$ cat src/rtl/onn_settle_monitor_if.sv
// Interface bundling the control, phase and result signals of onn_settle_monitor.
// master: phase bank / host side, slave: the monitor itself.
interface onn_settle_monitor_if #(
  parameter int unsigned N     = 15,
  parameter int unsigned PHI_W = 4,
  parameter int unsigned CNT_W = 8
);
  logic                 start;
  logic                 full_tick;
  logic [N-1:0]         state_changed;
  logic [0:N*PHI_W-1]   phi_in;
  logic                 busy;
  logic                 done;
  logic                 converged;
  logic                 timeout;
  logic [CNT_W-1:0]     period_count;
  logic [0:N*PHI_W-1]   phi_snapshot;
  logic [CNT_W-1:0]     last_flips;

  modport master (
    output start, full_tick, state_changed, phi_in,
    input  busy, done, converged, timeout, period_count, phi_snapshot, last_flips
  );

  modport slave (
    input  start, full_tick, state_changed, phi_in,
    output busy, done, converged, timeout, period_count, phi_snapshot, last_flips
  );
endinterface

$ cat src/rtl/onn_settle_monitor.sv
// Convergence monitor for the oscillatory neuron phase bank.
// Counts oscillation periods, declares convergence after STABLE_PERIODS
// change-free periods or timeout after MAX_PERIODS, and latches a phase
// snapshot at termination.
// Optional per-period flip counter: define ONN_SETTLE_FLIP_COUNT_EN.
module onn_settle_monitor #(
  parameter int unsigned N              = 15,
  parameter int unsigned PHI_W          = 4,
  parameter int unsigned STABLE_PERIODS = 4,
  parameter int unsigned MAX_PERIODS    = 255,
  parameter int unsigned CNT_W          = 8
) (
  input  logic                 clk,
  input  logic                 rst_n,
  onn_settle_monitor_if.slave  bus
);

  localparam int unsigned PHV_W = N * PHI_W;

  typedef enum logic [1:0] {
    IDLE = 2'd0,
    RUN  = 2'd1,
    DONE = 2'd2
  } state_e;

  state_e             state_q, state_d;
  logic               busy_q, busy_d;
  logic               done_q, done_d;
  logic               converged_q, converged_d;
  logic               timeout_q, timeout_d;
  logic [CNT_W-1:0]   period_q, period_d;
  logic [CNT_W-1:0]   stable_q, stable_d;
  logic               chg_acc_q, chg_acc_d;
  logic [0:PHV_W-1]   snap_q, snap_d;

  logic               chg_any;
  logic [CNT_W-1:0]   stable_inc;
  logic [CNT_W-1:0]   period_inc;
  logic               hit_conv;
  logic               hit_tmo;

`ifdef ONN_SETTLE_FLIP_COUNT_EN
  logic [N-1:0]       flip_vec_q, flip_vec_d;
  logic [CNT_W-1:0]   last_flips_q, last_flips_d;
  logic [N-1:0]       flip_now;

  // Count of set bits in a neuron flag vector.
  function automatic logic [CNT_W-1:0] popcount(input logic [N-1:0] v);
    logic [CNT_W-1:0] cnt;
    cnt = '0;
    for (int i = 0; i < int'(N); i++) begin
      cnt = cnt + CNT_W'(v[i]);
    end
    return cnt;
  endfunction

  // Neurons that changed so far in the current period, including this cycle.
  always_comb begin
    flip_now = flip_vec_q | bus.state_changed;
  end
`endif

  // Period-end decision terms: tick-cycle flags count toward the ending period.
  always_comb begin
    chg_any    = chg_acc_q | (|bus.state_changed);
    stable_inc = stable_q + CNT_W'(1);
    period_inc = period_q + CNT_W'(1);
    hit_conv   = !chg_any && (stable_inc == CNT_W'(STABLE_PERIODS));
    hit_tmo    = !hit_conv && (period_inc == CNT_W'(MAX_PERIODS));
  end

  // Next-state and next-register values.
  always_comb begin
    state_d     = state_q;
    busy_d      = busy_q;
    done_d      = 1'b0;
    converged_d = converged_q;
    timeout_d   = timeout_q;
    period_d    = period_q;
    stable_d    = stable_q;
    chg_acc_d   = chg_acc_q;
    snap_d      = snap_q;
`ifdef ONN_SETTLE_FLIP_COUNT_EN
    flip_vec_d   = flip_vec_q;
    last_flips_d = last_flips_q;
`endif

    unique case (state_q)
      IDLE, DONE: begin
        // Fresh run: a full_tick coincident with start is not counted.
        if (bus.start) begin
          state_d     = RUN;
          busy_d      = 1'b1;
          converged_d = 1'b0;
          timeout_d   = 1'b0;
          period_d    = '0;
          stable_d    = '0;
          chg_acc_d   = 1'b0;
`ifdef ONN_SETTLE_FLIP_COUNT_EN
          flip_vec_d  = '0;
`endif
        end
      end

      RUN: begin
        if (bus.full_tick) begin
          chg_acc_d = 1'b0;
          period_d  = period_inc;
          stable_d  = chg_any ? '0 : stable_inc;
`ifdef ONN_SETTLE_FLIP_COUNT_EN
          flip_vec_d   = '0;
          last_flips_d = popcount(flip_now);
`endif
          if (hit_conv || hit_tmo) begin
            state_d     = DONE;
            busy_d      = 1'b0;
            done_d      = 1'b1;
            converged_d = hit_conv;
            timeout_d   = hit_tmo;
            snap_d      = bus.phi_in;
          end
        end else begin
          chg_acc_d = chg_any;
`ifdef ONN_SETTLE_FLIP_COUNT_EN
          flip_vec_d = flip_now;
`endif
        end
      end

      default: begin
        state_d = IDLE;
        busy_d  = 1'b0;
      end
    endcase
  end

  // State and result registers.
  always_ff @(posedge clk or negedge rst_n) begin
    if (!rst_n) begin
      state_q     <= IDLE;
      busy_q      <= 1'b0;
      done_q      <= 1'b0;
      converged_q <= 1'b0;
      timeout_q   <= 1'b0;
      period_q    <= '0;
      stable_q    <= '0;
      chg_acc_q   <= 1'b0;
      snap_q      <= '0;
    end else begin
      state_q     <= state_d;
      busy_q      <= busy_d;
      done_q      <= done_d;
      converged_q <= converged_d;
      timeout_q   <= timeout_d;
      period_q    <= period_d;
      stable_q    <= stable_d;
      chg_acc_q   <= chg_acc_d;
      snap_q      <= snap_d;
    end
  end

`ifdef ONN_SETTLE_FLIP_COUNT_EN
  // Flip accumulator and per-period flip count.
  always_ff @(posedge clk or negedge rst_n) begin
    if (!rst_n) begin
      flip_vec_q   <= '0;
      last_flips_q <= '0;
    end else begin
      flip_vec_q   <= flip_vec_d;
      last_flips_q <= last_flips_d;
    end
  end

  assign bus.last_flips = last_flips_q;
`else
  assign bus.last_flips = '0;
`endif

  assign bus.busy         = busy_q;
  assign bus.done         = done_q;
  assign bus.converged    = converged_q;
  assign bus.timeout      = timeout_q;
  assign bus.period_count = period_q;
  assign bus.phi_snapshot = snap_q;

endmodule
$ cat src/flat_wrapper.sv
// flat-port wrapper written by rule: the top's interface ports become plain ports
module onn_settle_monitor_flat 
#(
  parameter int unsigned N              = 15,
  parameter int unsigned PHI_W          = 4,
  parameter int unsigned STABLE_PERIODS = 4,
  parameter int unsigned MAX_PERIODS    = 255,
  parameter int unsigned CNT_W          = 8
)
  (clk, rst_n, bus_start, bus_full_tick, bus_state_changed, bus_phi_in, bus_busy, bus_done, bus_converged, bus_timeout, bus_period_count, bus_phi_snapshot, bus_last_flips);
  onn_settle_monitor_if #(.N(N), .PHI_W(PHI_W), .CNT_W(CNT_W)) bus_i ();
  input  logic clk;
  input  logic rst_n;
  input wire logic [$bits(bus_i.start)-1:0] bus_start;
  input wire logic [$bits(bus_i.full_tick)-1:0] bus_full_tick;
  input wire logic [$bits(bus_i.state_changed)-1:0] bus_state_changed;
  input wire logic [$bits(bus_i.phi_in)-1:0] bus_phi_in;
  output wire logic [$bits(bus_i.busy)-1:0] bus_busy;
  output wire logic [$bits(bus_i.done)-1:0] bus_done;
  output wire logic [$bits(bus_i.converged)-1:0] bus_converged;
  output wire logic [$bits(bus_i.timeout)-1:0] bus_timeout;
  output wire logic [$bits(bus_i.period_count)-1:0] bus_period_count;
  output wire logic [$bits(bus_i.phi_snapshot)-1:0] bus_phi_snapshot;
  output wire logic [$bits(bus_i.last_flips)-1:0] bus_last_flips;
  assign bus_i.start = bus_start;
  assign bus_i.full_tick = bus_full_tick;
  assign bus_i.state_changed = bus_state_changed;
  assign bus_i.phi_in = bus_phi_in;
  assign bus_busy = bus_i.busy;
  assign bus_done = bus_i.done;
  assign bus_converged = bus_i.converged;
  assign bus_timeout = bus_i.timeout;
  assign bus_period_count = bus_i.period_count;
  assign bus_phi_snapshot = bus_i.phi_snapshot;
  assign bus_last_flips = bus_i.last_flips;
  onn_settle_monitor #(.N(N), .PHI_W(PHI_W), .STABLE_PERIODS(STABLE_PERIODS), .MAX_PERIODS(MAX_PERIODS), .CNT_W(CNT_W)) u_core (.clk(clk), .rst_n(rst_n), .bus(bus_i));
endmodule
$ cat config.mk
export PLATFORM = sky130hd
export DESIGN_NAME = onn_settle_monitor_flat
export DESIGN_NICKNAME = d
export VERILOG_FILES = /design/src/rtl/onn_settle_monitor_if.sv /design/src/rtl/onn_settle_monitor.sv /design/src/flat_wrapper.sv
export SDC_FILE = /design/constraint.sdc
export NUM_CORES = 1
export LEC_CHECK = 0
export ABC_AREA = 1
export CORE_MARGIN = 8
export CORE_UTILIZATION = 40
export CTS_CLUSTER_DIAMETER = 150
export DETAILED_ROUTE_END_ITERATION = 10
export PLACE_DENSITY = 0.76
export REMOVE_ABC_BUFFERS = 1
export SLEW_MARGIN = 0
export SYNTH_ARGS = -nofsm -noshare
export SYNTH_HDL_FRONTEND = slang
export SYNTH_SLANG_ARGS = --single-unit
$ cat constraint.sdc
create_clock -name clk -period 4.49 [get_ports clk]
set_clock_uncertainty 0.15 [all_clocks]
set_input_delay 0.898 -clock clk [delete_from_list [all_inputs] [get_ports clk]]
set_output_delay 0.898 -clock clk [all_outputs]
set_load 0.05 [all_outputs]
==> key figures, run 1 <==
Timing
  • Max_slew headroom: 0.307
  • Period utilization: 0.627
  • Fmax: around 360 MHz
  • Worst-Margin Slew: slightly above 1 ns
  • Final Max Slew Viols: 0
  • Final setup viols: 0
  • RSZ-0062 raised after global routing: no
  • Final setup TNS: 0 ns
  • Final hold vios: 0
  • Min cycle time layout: ~2.8 ns

Detailed routing
  • Routed Antenna Nets: 0
  • Drt initial violations: around 130
  • Drt drc: 0
  • Vias post-DR: between 3000 and 4000
  • Routed wire length: between 10000 and 15000 um
  • Drt via density: about 4.5
  • Drt wl/cell: about 14 um
  • First-pass DRT Iterations: 4

Yosys
  • Yosys top cell area share: 0.536
  • Post-synth EDFFs: 0
  • Post-synth ARST share: 1.00
  • Synth area leader: dfrtp_1
  • Seq/Total Area, Yosys: 0.536
  • Synth Cell Area: ~3800 um^2
  • Post-Synthesis Cells: approximately 440
  • Synth Register Bits: around 80
  • Post-synth top flop: dfrtp_1
  • Post-synthesis average cell area: between 8 and 9 um^2
  • Synth top cells by count: nand2_1, dfrtp_1, nand2_2, nor2_1, inv_1
  • Yosys warnings: 0
  • Count leader, synth: nand2_1
  • Cell variety after synth: 28
  • Synth area leaders: dfrtp_1, nand2_1, nand2_2

Setup path
  • FF-to-FF End: u_core.bus.phi_snapshot[47]$_DFFE_PN0P_
  • Reg2reg path depth: 13
  • WP data required: around 4.6 ns
  • Critical path endpoint: u_core.bus.phi_snapshot[47]$_DFFE_PN0P_
  • Setup crit start kind: input port
  • Worst-path fanout max: a little over 60
  • Critical-path top delay cell: inv_8
  • Setup crit start: bus_state_changed[14]
  • Largest stage delay, worst path: roughly 0.45 ns
  • Crit path arrival time: 2.95 ns
  • R2R Setup Slk: between 1.5 and 2 ns
  • Sequence of cells on the critical path: clkdlybuf4s50_1 -> nor2_1 -> nand2_1 -> nor2_1 -> nand2_1 -> nor2_1 -> nand4_1 -> nand2_2 -> nand2_4 -> inv_8 -> nand2_1 -> nand2_1
  • CP Class: input port to flip-flop
  • Buf/Inv on CP: 2
  • Reg2reg start: u_core.bus.period_count[0]$_DFFE_PN0P_
  • CP delay by family, top: simple AND/OR/NAND/NOR gates
  • Most used cell, CP: nand2_1
  • Total stage count of the critical path: 12
  • Crit. End Element: flip-flop

Power and ir drop
  • Cell Pwr Density: between 300 and 400 nW/um^2
  • Total chip power: about 1900 uW
  • Leakage: 0.00265 uW
  • VDD IR max: approximately 0.17 mV

Global route
  • Antenna violations before repair: 0
  • Vias in the first global route: 3474
  • Pin count of the biggest net entering global routing: between 80 and 90
  • First-pass GRT wire length: 17300 um
  • Total GRT Usage: 0.167
  • Congestion Overflow GR: 0

Finish
  • Layout Nets: 674
  • Synth-to-Final Area Change: 43.9%
  • Layout filler cell count: between 800 and 900
  • Storage element area: 2050 um^2
  • Share of layout cells above drive strength 1: 0.136
  • Area of the multi-input gates: 1490 um^2

Clock network
  • Post-CTS Resized: 0
  • Clock root buffer: clkbuf_8
  • CTS Buf Count: 9
  • H-tree levels: 3
  • Longest Clk Path Bufs: 2
  • CTS tree: done
  • Clock slew at reported path FFs: ~0.080 ns
  • Post-CTS Setup Repair Bufs: 0
  • Sinks on Clock Net: 82
  • Cts hold-fix bufs: 0
  • Clk Latency, worst-skew pair: ~0.35 ns

Die
  • Top-Level Pins: 159
  • Die footprint: 13000 um^2
  • Starting Density: 0.412
  • Die H: between 100 and 150 um
  • Core area: between 9000 and 10000 um^2
  • Row count: 35
  • Die width: around 110 um

Hold path
  • Hold path start: u_core.bus.phi_snapshot[27]$_DFFE_PN0P_
  • Min-Delay Path Class: flip-flop to flip-flop

Flow run
  • Max-cap viol count: 0

Outcome
  • Status: finished, final reports clean

Placed design
  • Dpl hpwl: about 7900 um
  • GPL Wtd Cong: 0.812
  • Buffers added on ports: 150
==> power breakdown <==
part           switching, uW  internal, uW  leakage (uW)  total (uW)
clock network            277           259     0.0000966         535
logic                    340           180       0.00148         520
registers               47.0           788       0.00107         835
==> per-stage QoR <==
step / hold WS [ns] / utilization / cell area [um^2] / instances / setup slack, ns
final: 0.333 / 0.593 / 5510 / 727 / 1.67
after global routing: 0.357 / 0.593 / 5500 / 726 / 1.40
after CTS: 0.337 / 0.593 / 5500 / 726 / 1.66
after global placement: 0.310 / 0.572 / 5310 / 710 / 1.32
after floorplan: 0.312 / - / 3640 / 430 / 1.78
after detailed placement: 0.315 / 0.572 / 5310 / 710 / 1.29
==> metal layers <==
layer,global-route usage,share of wire
met1,0.194,0.40
met3,0.0909,0.13
met2,0.257,0.46
met5,0,0
met4,0.0559,0.012
==> worst min path at each step <==
stage               depth (start not counted)  slack, ns                                 endpoint
finish                                      2       0.33  u_core.bus.phi_snapshot[27]$_DFFE_PN0P_
global route                                2       0.36  u_core.bus.phi_snapshot[35]$_DFFE_PN0P_
CTS                                         2       0.34  u_core.bus.phi_snapshot[27]$_DFFE_PN0P_
detailed placement                          2       0.31  u_core.bus.phi_snapshot[37]$_DFFE_PN0P_
global placement                            2       0.31  u_core.bus.phi_snapshot[27]$_DFFE_PN0P_
floorplan                                   2       0.31            u_core.state_q[1]$_DFFE_PN0P_
==> tightest hold or removal path, cell delays in order, from the launching register on <==
cell	delay, ns
dfrtp_1	0.35
nand2_1	0.05
nand2_1	0.05
==> logic make-up after synthesis <==
group                      Yosys count  synth area share
xor gates and xnor gates             1           0.00229
other                                1          0.000980
adders and majority gates            3           0.00981
DFF                                 82             0.536
buffers and inverters               45            0.0814
AOI/OAI and AO/OA                   21            0.0324
and+or+nand+nor                    290             0.337
==> state kept, by name, summed over array words and instances, names as in the netlist <==
name                     cells
u_core.bus.done              1
u_core.bus.timeout           1
u_core.chg_acc_q             1
u_core.stable_q              8
u_core.state_q               2
u_core.bus.phi_snapshot     60
u_core.bus.converged         1
u_core.bus.period_count      8
==> cells in the final DEF, fill, tap and decap left out <==
| cell type | n |
|---|---|
| o2111ai_1 | 1 |
| a31oi_1 | 1 |
| inv_8 | 1 |
| nand2_4 | 1 |
| clkdlybuf4s50_1 | 149 |
| clkbuf_8 | 9 |
| nand3_2 | 2 |
| clkbuf_1 | 1 |
| nor3_1 | 1 |
| a32o_1 | 1 |
| o22ai_1 | 5 |
| clkinvlp_4 | 1 |
| nor2_1 | 24 |
| diode_2 | 1 |
| dfrtp_1 | 82 |
| inv_1 | 23 |
| o21ai_1 | 1 |
| nor2_2 | 5 |
| o21ai_0 | 10 |
| buf_4 | 2 |
| nand3b_1 | 1 |
| nand3_1 | 16 |
| conb_1 | 8 |
| ha_1 | 3 |
| clkinv_2 | 2 |
| inv_6 | 1 |
| nand2_2 | 54 |
| a21oi_1 | 1 |
| bufinv_16 | 1 |
| nand2_1 | 183 |
| nand4_1 | 3 |
| inv_2 | 1 |
| clkinv_4 | 1 |
| xor2_1 | 1 |
| o21bai_1 | 1 |
==> area by class of cell <==
| cell class | instances | share of cell area |
|---|---|---|
| inverter | 25 | 0.0184 |
| clock inverter | 6 | 0.0118 |
| sequential | 82 | 0.373 |
| tap | 129 | 0.0293 |
| timing repair buffer | 151 | 0.274 |
| clock buffer | 10 | 0.0232 |
| antenna | 1 | 0.000455 |
| multi-input combinational | 323 | 0.270 |
Note: power is estimated with default switching activity, not from simulation.
==> run 2: changes to the inputs <==
==> constraint.sdc (replaced) <==
create_clock -name clk -period 2.7 [get_ports clk]
set_clock_uncertainty 0.15 [all_clocks]
set_input_delay 0.54 -clock clk [delete_from_list [all_inputs] [get_ports clk]]
set_output_delay 0.54 -clock clk [all_outputs]
set_load 0.05 [all_outputs]
==> run 2 against run 1 <==
Against the previous run:
- first-iteration DRC count grew 16%
- cell count grew 0.55%
- power grew 81%
- sequential power grew 66%
- critical path depth shrank 11
- combinational power grew 70%
- flip-flop and latch count is the same
- critical path type is now flip-flop to output pin
==> key figures, run 2 (same netlist as run 1, synthesis figures left out) <==
Clock network
  • H-tree levels: 3 (unchanged)
  • Cts hold-fix bufs: 0 (unchanged)
  • CTS tree: done
  • Clk Latency, worst-skew pair: 0.35 ns (about the same)
  • Clock root buffer: clkbuf_8
  • CTS Buf Count: 9 (unchanged)
  • Longest Clk Path Bufs: 2 (unchanged)
  • Post-CTS Setup Repair Bufs: 0 (unchanged)
  • Sinks on Clock Net: 82 (unchanged)
  • Post-CTS Resized: 0 (unchanged)
  • Clock slew at reported path FFs: 0.08 ns (about the same)

Finish
  • Diodes inserted: 0 (-1)
  • Layout Nets: 681 (+1.0%)
  • Layout filler cell count: 812 (-5.3%)
  • Most frequent cells in the layout: nand2_1, clkdlybuf4s50_1, dfrtp_1, nand2_2, nor2_1
  • Share of layout cells above drive strength 1: 0.145 (+0.00884)
  • Max FFs per register: 60 (unchanged)
  • Synth-to-Final Area Change: 48.1%
  • Most common library cell in the layout ignoring fill and taps: nand2_1
  • Finished Layout Cells: 731 (+0.55%)
  • Post-Route Utilization: 0.610 (+0.0173)

Setup path
  • Worst-path fanout max: 7 (-89%)
  • Crit path arrival time: 1.70 ns (-1.25 ns)
  • Crit. End Element: output pin
  • CP Class: flip-flop to output pin
  • WP data required: 2.01 ns (-2.62 ns)
  • Critical-path top delay cell: clkdlybuf4s50_1
  • CP delay by family, top: buffers and inverters
  • Sequence of cells on the critical path: clkdlybuf4s50_1
  • Buf/Inv on CP: 1 (-1)
  • Setup crit start kind: flip-flop
  • Largest stage delay, worst path: 0.86 ns (+0.41 ns)

Placed design
  • Buffers added on ports: 150 (unchanged)
  • Placed Cells: 717 (+0.99%)
  • GPL Wtd Cong: 0.891 (+9.7%)
  • Dpl hpwl: 8140 um (+3.2%)

Timing
  • Final Max Slew Viols: 0 (unchanged)
  • Max_slew headroom: 0.576 (+0.269)
  • Final setup TNS: 0 ns (unchanged)
  • Final setup viols: 0 (unchanged)
  • Min Hold Slack: 0.0438 ns (-0.289 ns)
  • Worst-Margin Slew: 0.635 ns (-0.404 ns)
  • Min cycle time layout: about 2.4 ns
  • Period utilization: 0.885
  • RSZ-0062 raised after global routing: no
  • Final hold vios: 0 (unchanged)
  • Fmax: roughly 420 MHz

Die
  • Starting Density: 0.412 (unchanged)
  • Core area: 9280 um^2 (unchanged)
  • Die footprint: 13000 um^2 (unchanged)
  • Row count: 35 (unchanged)
  • Top-Level Pins: 159 (unchanged)
  • Die width: 114 um (unchanged)
  • Die H: 114 um (unchanged)

Detailed routing
  • Routed Antenna Nets: 0 (unchanged)
  • Drt initial violations: 148 (+16%)
  • First-pass DRT Iterations: 4 (unchanged)
  • Vias post-DR: 3419 (+3.5%)
  • Drt wl/cell: 14.9 um (+4.3%)
  • Drt via density: 4.68 (+2.9%)
  • Drt drc: 0 (unchanged)
  • Routed wire length: 10900 um (+4.8%)

Outcome
  • Status: finished, final reports clean

Global route
  • Congestion Overflow GR: 0 (unchanged)
  • Antenna violations before repair: 0 (unchanged)
  • Pin count of the biggest net entering global routing: 48 (-42%)
  • Total GRT Usage: 0.170 (+0.00252)
  • First-pass GRT wire length: 17500 um (+1.2%)
  • Vias in the first global route: 3524 (+1.4%)

Power and ir drop
  • Total chip power: 3420 uW (+81%)
  • Leakage: 0.00273 uW (+2.9%)
  • Cell Pwr Density: 604 nW/um^2 (+76%)
  • VDD IR max: 0.317 mV (+92%)

Flow run
  • Max-cap viol count: 0 (unchanged)

Hold path
  • Min-Delay Path Class: input port to asynchronous set/reset pin
-- run 2: changes by cell type in the layout (fill, tap and decap cells not counted), moves of 2 or more --
cell | before | now
buf_12 | 0 | 4
buf_4 | 2 | 5
bufinv_16 | 1 | 4
clkinv_2 | 2 | 0
-- run 2: path summary, 6_finish.rpt --
kind | from | end | slack, ns | cells after the start
setup / recovery | u_core.bus.period_count[0]$_DFFE_PN0P_ | bus_period_count[0] | 0.31 | 1
hold / removal | rst_n | u_core.chg_acc_q$_DFFE_PN0P_ | 0.04 | 1
setup reg to reg | u_core.bus.period_count[0]$_DFFE_PN0P_ | u_core.bus.phi_snapshot[18]$_DFFE_PN0P_ | 0.41 | 15
hold reg to reg | u_core.bus.phi_snapshot[21]$_DFFE_PN0P_ | u_core.bus.phi_snapshot[21]$_DFFE_PN0P_ | 0.33 | 2
max in group asynchronous | rst_n | u_core.bus.phi_snapshot[38]$_DFFE_PN0P_ | 1.71 | 2
min in group clk | u_core.bus.phi_snapshot[21]$_DFFE_PN0P_ | u_core.bus.phi_snapshot[21]$_DFFE_PN0P_ | 0.33 | 2
-- run 2: report_power, final --
part | total, uW | internal, uW | switching [uW] | leakage (uW)
registers | 1390 | 1310 | 81.0 | 0.00107
logic | 882 | 308 | 574 | 0.00153
clock network | 1150 | 700 | 447 | 0.000125
total | 3420 | 2320 | 1100 | 0.00273
-- run 2: final cells by class --
cell class	instances	area (um^2)	share of cell area
multi-input combinational	323	1490	0.263
clock inverter	5	129	0.0227
timing repair buffer	158	1610	0.284
tap	129	161	0.0285
sequential	82	2050	0.362
inverter	25	101	0.0179
clock buffer	9	124	0.0219
-- run 2: per-stage QoR --
stage,area (um^2),setup slack (ns)
2_1_floorplan,3640,-0.0120
3_3_place_gp,5410,0.222
3_5_place_dp,5410,0.194
4_1_cts,5670,0.303
5_1_grt,5670,0.197
6_report,5670,0.310
-- run 2: routing by layer --
metal,vias up,share of wire,GRT usage
met5,-,0,0
met4,0,0.0085,0.0488
met3,12,0.14,0.106
met2,150,0.45,0.259
met1,1601,0.40,0.192
li1,1656,-,-
==> patch (settings of run 2) <==
Build with the macro `ONN_SETTLE_FLIP_COUNT_EN` defined.
--- a/src/rtl/onn_settle_monitor.sv
+++ b/src/rtl/onn_settle_monitor.sv
@@ -3,6 +3,8 @@
 // change-free periods or timeout after MAX_PERIODS, and latches a phase
 // snapshot at termination.
 // Optional per-period flip counter: define ONN_SETTLE_FLIP_COUNT_EN.
+`define ONN_SETTLE_FLIP_COUNT_EN
+
 module onn_settle_monitor #(
   parameter int unsigned N              = 15,
   parameter int unsigned PHI_W          = 4,
Formal check against the unedited RTL: not equivalent (a bounded check fails within 4 cycles, from zero or initial values and one cycle with rst_n low).
==> patch against run 2 <==
The run now ends with negative setup slack left; setup slack got worse by 1.5 ns; synthesized area increased by 32%; total power increased by 64%; maximum frequency decreased by 39%; highest routed layer unchanged; synthesized cell count increased by 29%; final area increased by 28%; wire length increased by 24%; sequential cell count increased by 21; via count increased by 26%.
==> patch: results (changes against run 2) <==
Clock Tree Root=clkbuf_16 (was clkbuf_8); status=finished with violations (was finished, final reports clean); Max FO, Critical Path=2 (was 7); layout cells sized above 1=0.176 (was 0.145); largest net degree at the start of global routing=53 (was 48); CP peak stage delay=0.56 ns (was 0.86 ns); vias in the first global route=4705 (was 3524); CP top delay family=adder cells (was buffers and inverters); nets@finish=848 (was 681); Leak=0.00351 µW (was 0.00273 µW); CP Data Arrival Time=4.03 ns (was 1.70 ns); RD Place Congestion=0.822 (was 0.891); HP Class=reg2reg (was in2async); global-route wire length before repair=22600 µm (was 17500 µm); count of final setup violators=5 (was 0); failing checks=negative setup slack; top cells by count, synth=nand2_1, dfrtp_1, nand2_2 (unchanged); CP max-delay cell=fa_2 (was clkdlybuf4s50_1); IO Port Bufs=155 (was 150); worst-margin pin slew=0.579 ns (was 0.635 ns); Setup TNS=-5.47 ns (was 0 ns); Worst Slack Setup Final=-1.19 ns (was 0.310 ns); DR vias=4323 (was 3419); Peak VDD IR=0.000363 V (was 0.000317 V); WL/cell=14.6 µm (was 14.9 µm); part of the Yosys area used for sequential elements=0.510 (was 0.536); GR Util All Layers=0.172 (was 0.170)
[patch: worst paths after layout]
check,start,to,slack [ns],depth (start not counted)
min in group asynchronous,rst_n,u_core.bus.period_count[6],0.53,2
setup reg to reg,u_core.flip_vec_q[0],u_core.bus.last_flips[3],-1.19,15
hold / removal,u_core.bus.phi_snapshot[32],u_core.bus.phi_snapshot[32],0.33,2
setup / recovery,u_core.flip_vec_q[0],u_core.bus.last_flips[3],-1.19,15
max in group asynchronous,rst_n,u_core.bus.phi_snapshot[51],1.23,3
hold reg to reg,u_core.bus.phi_snapshot[32],u_core.bus.phi_snapshot[32],0.33,2
[patch: worst reg2reg max path, cell delays in order, from the launching register on]
cell     delay, ns
dfrtp_1       0.40
nor2_2        0.14
inv_2         0.06
ha_4          0.26
fa_1          0.43
fa_2          0.56
fa_1          0.44
fa_1          0.52
ha_4          0.19
buf_6         0.11
a21oi_2       0.13
nor2_1        0.06
nor2_1        0.13
xnor2_1       0.13
nand2_1       0.07
nand2_1       0.07
[patch: cells by family after synthesis]
| group | synth area share |
|---|---|
| AOI/OAI and AO/OA | 0.0434 |
| xor gates and xnor gates | 0.00520 |
| adders and majority gates | 0.0605 |
| buffers and inverters | 0.0810 |
| DFF | 0.510 |
| other | 0.000743 |
| and+or+nand+nor | 0.299 |
[patch: report_power, final]
group / switching, µW / leakage (µW) / total, µW / internal, µW
clock network: 582 / 0.000144 / 1320 / 739
logic: 1390 / 0.00203 / 2400 / 1010
registers: 141 / 0.00133 / 1880 / 1740
[patch: layout make-up]
type,instances,area share
clock inverters,6,0.00830
clock buffers,10,0.0330
flip-flops and latches,103,0.356
well taps,172,0.0298
inverters,54,0.0298
repair buffers,184,0.250
multi-input cells,398,0.293
[patch: what timing repair did]
| item | 4_1_cts | 5_1_grt |
|---|---|---|
| endpoints found under the hold margin | 30 | 0 |
| hold buffers | 1 | 0 |
| setup buffers | 3 | 2 |
| endpoints found under the setup margin | 5 | 5 |
| gates resized for setup | 22 | 7 |
| pin swaps | 22 | 19 |
[patch: routing by layer]
| layer | GRT usage | vias to the layer above | wire, µm |
|---|---|---|---|
| met2 | 0.270 | 144 | 6230 |
| met5 | 0 | - | 0 |
| met4 | 0.0699 | 0 | 243 |
| met3 | 0.0881 | 20 | 1500 |
| met1 | 0.196 | 2060 | 5560 |
| li1 | - | 2099 | - |
[patch: per-stage QoR]
step	cell area, µm²	std cells	worst slack, ns	total power, µW	utilization
final	7230	927	-1.19	5600	0.580
after global routing	7230	927	-1.36	5960	0.580
after CTS	7220	925	-1.28	5640	0.579
after detailed placement	6840	905	-1.99	4110	0.549
after global placement	6840	905	-1.89	4010	0.549
after floorplan	4860	555	-1.33	3250	-
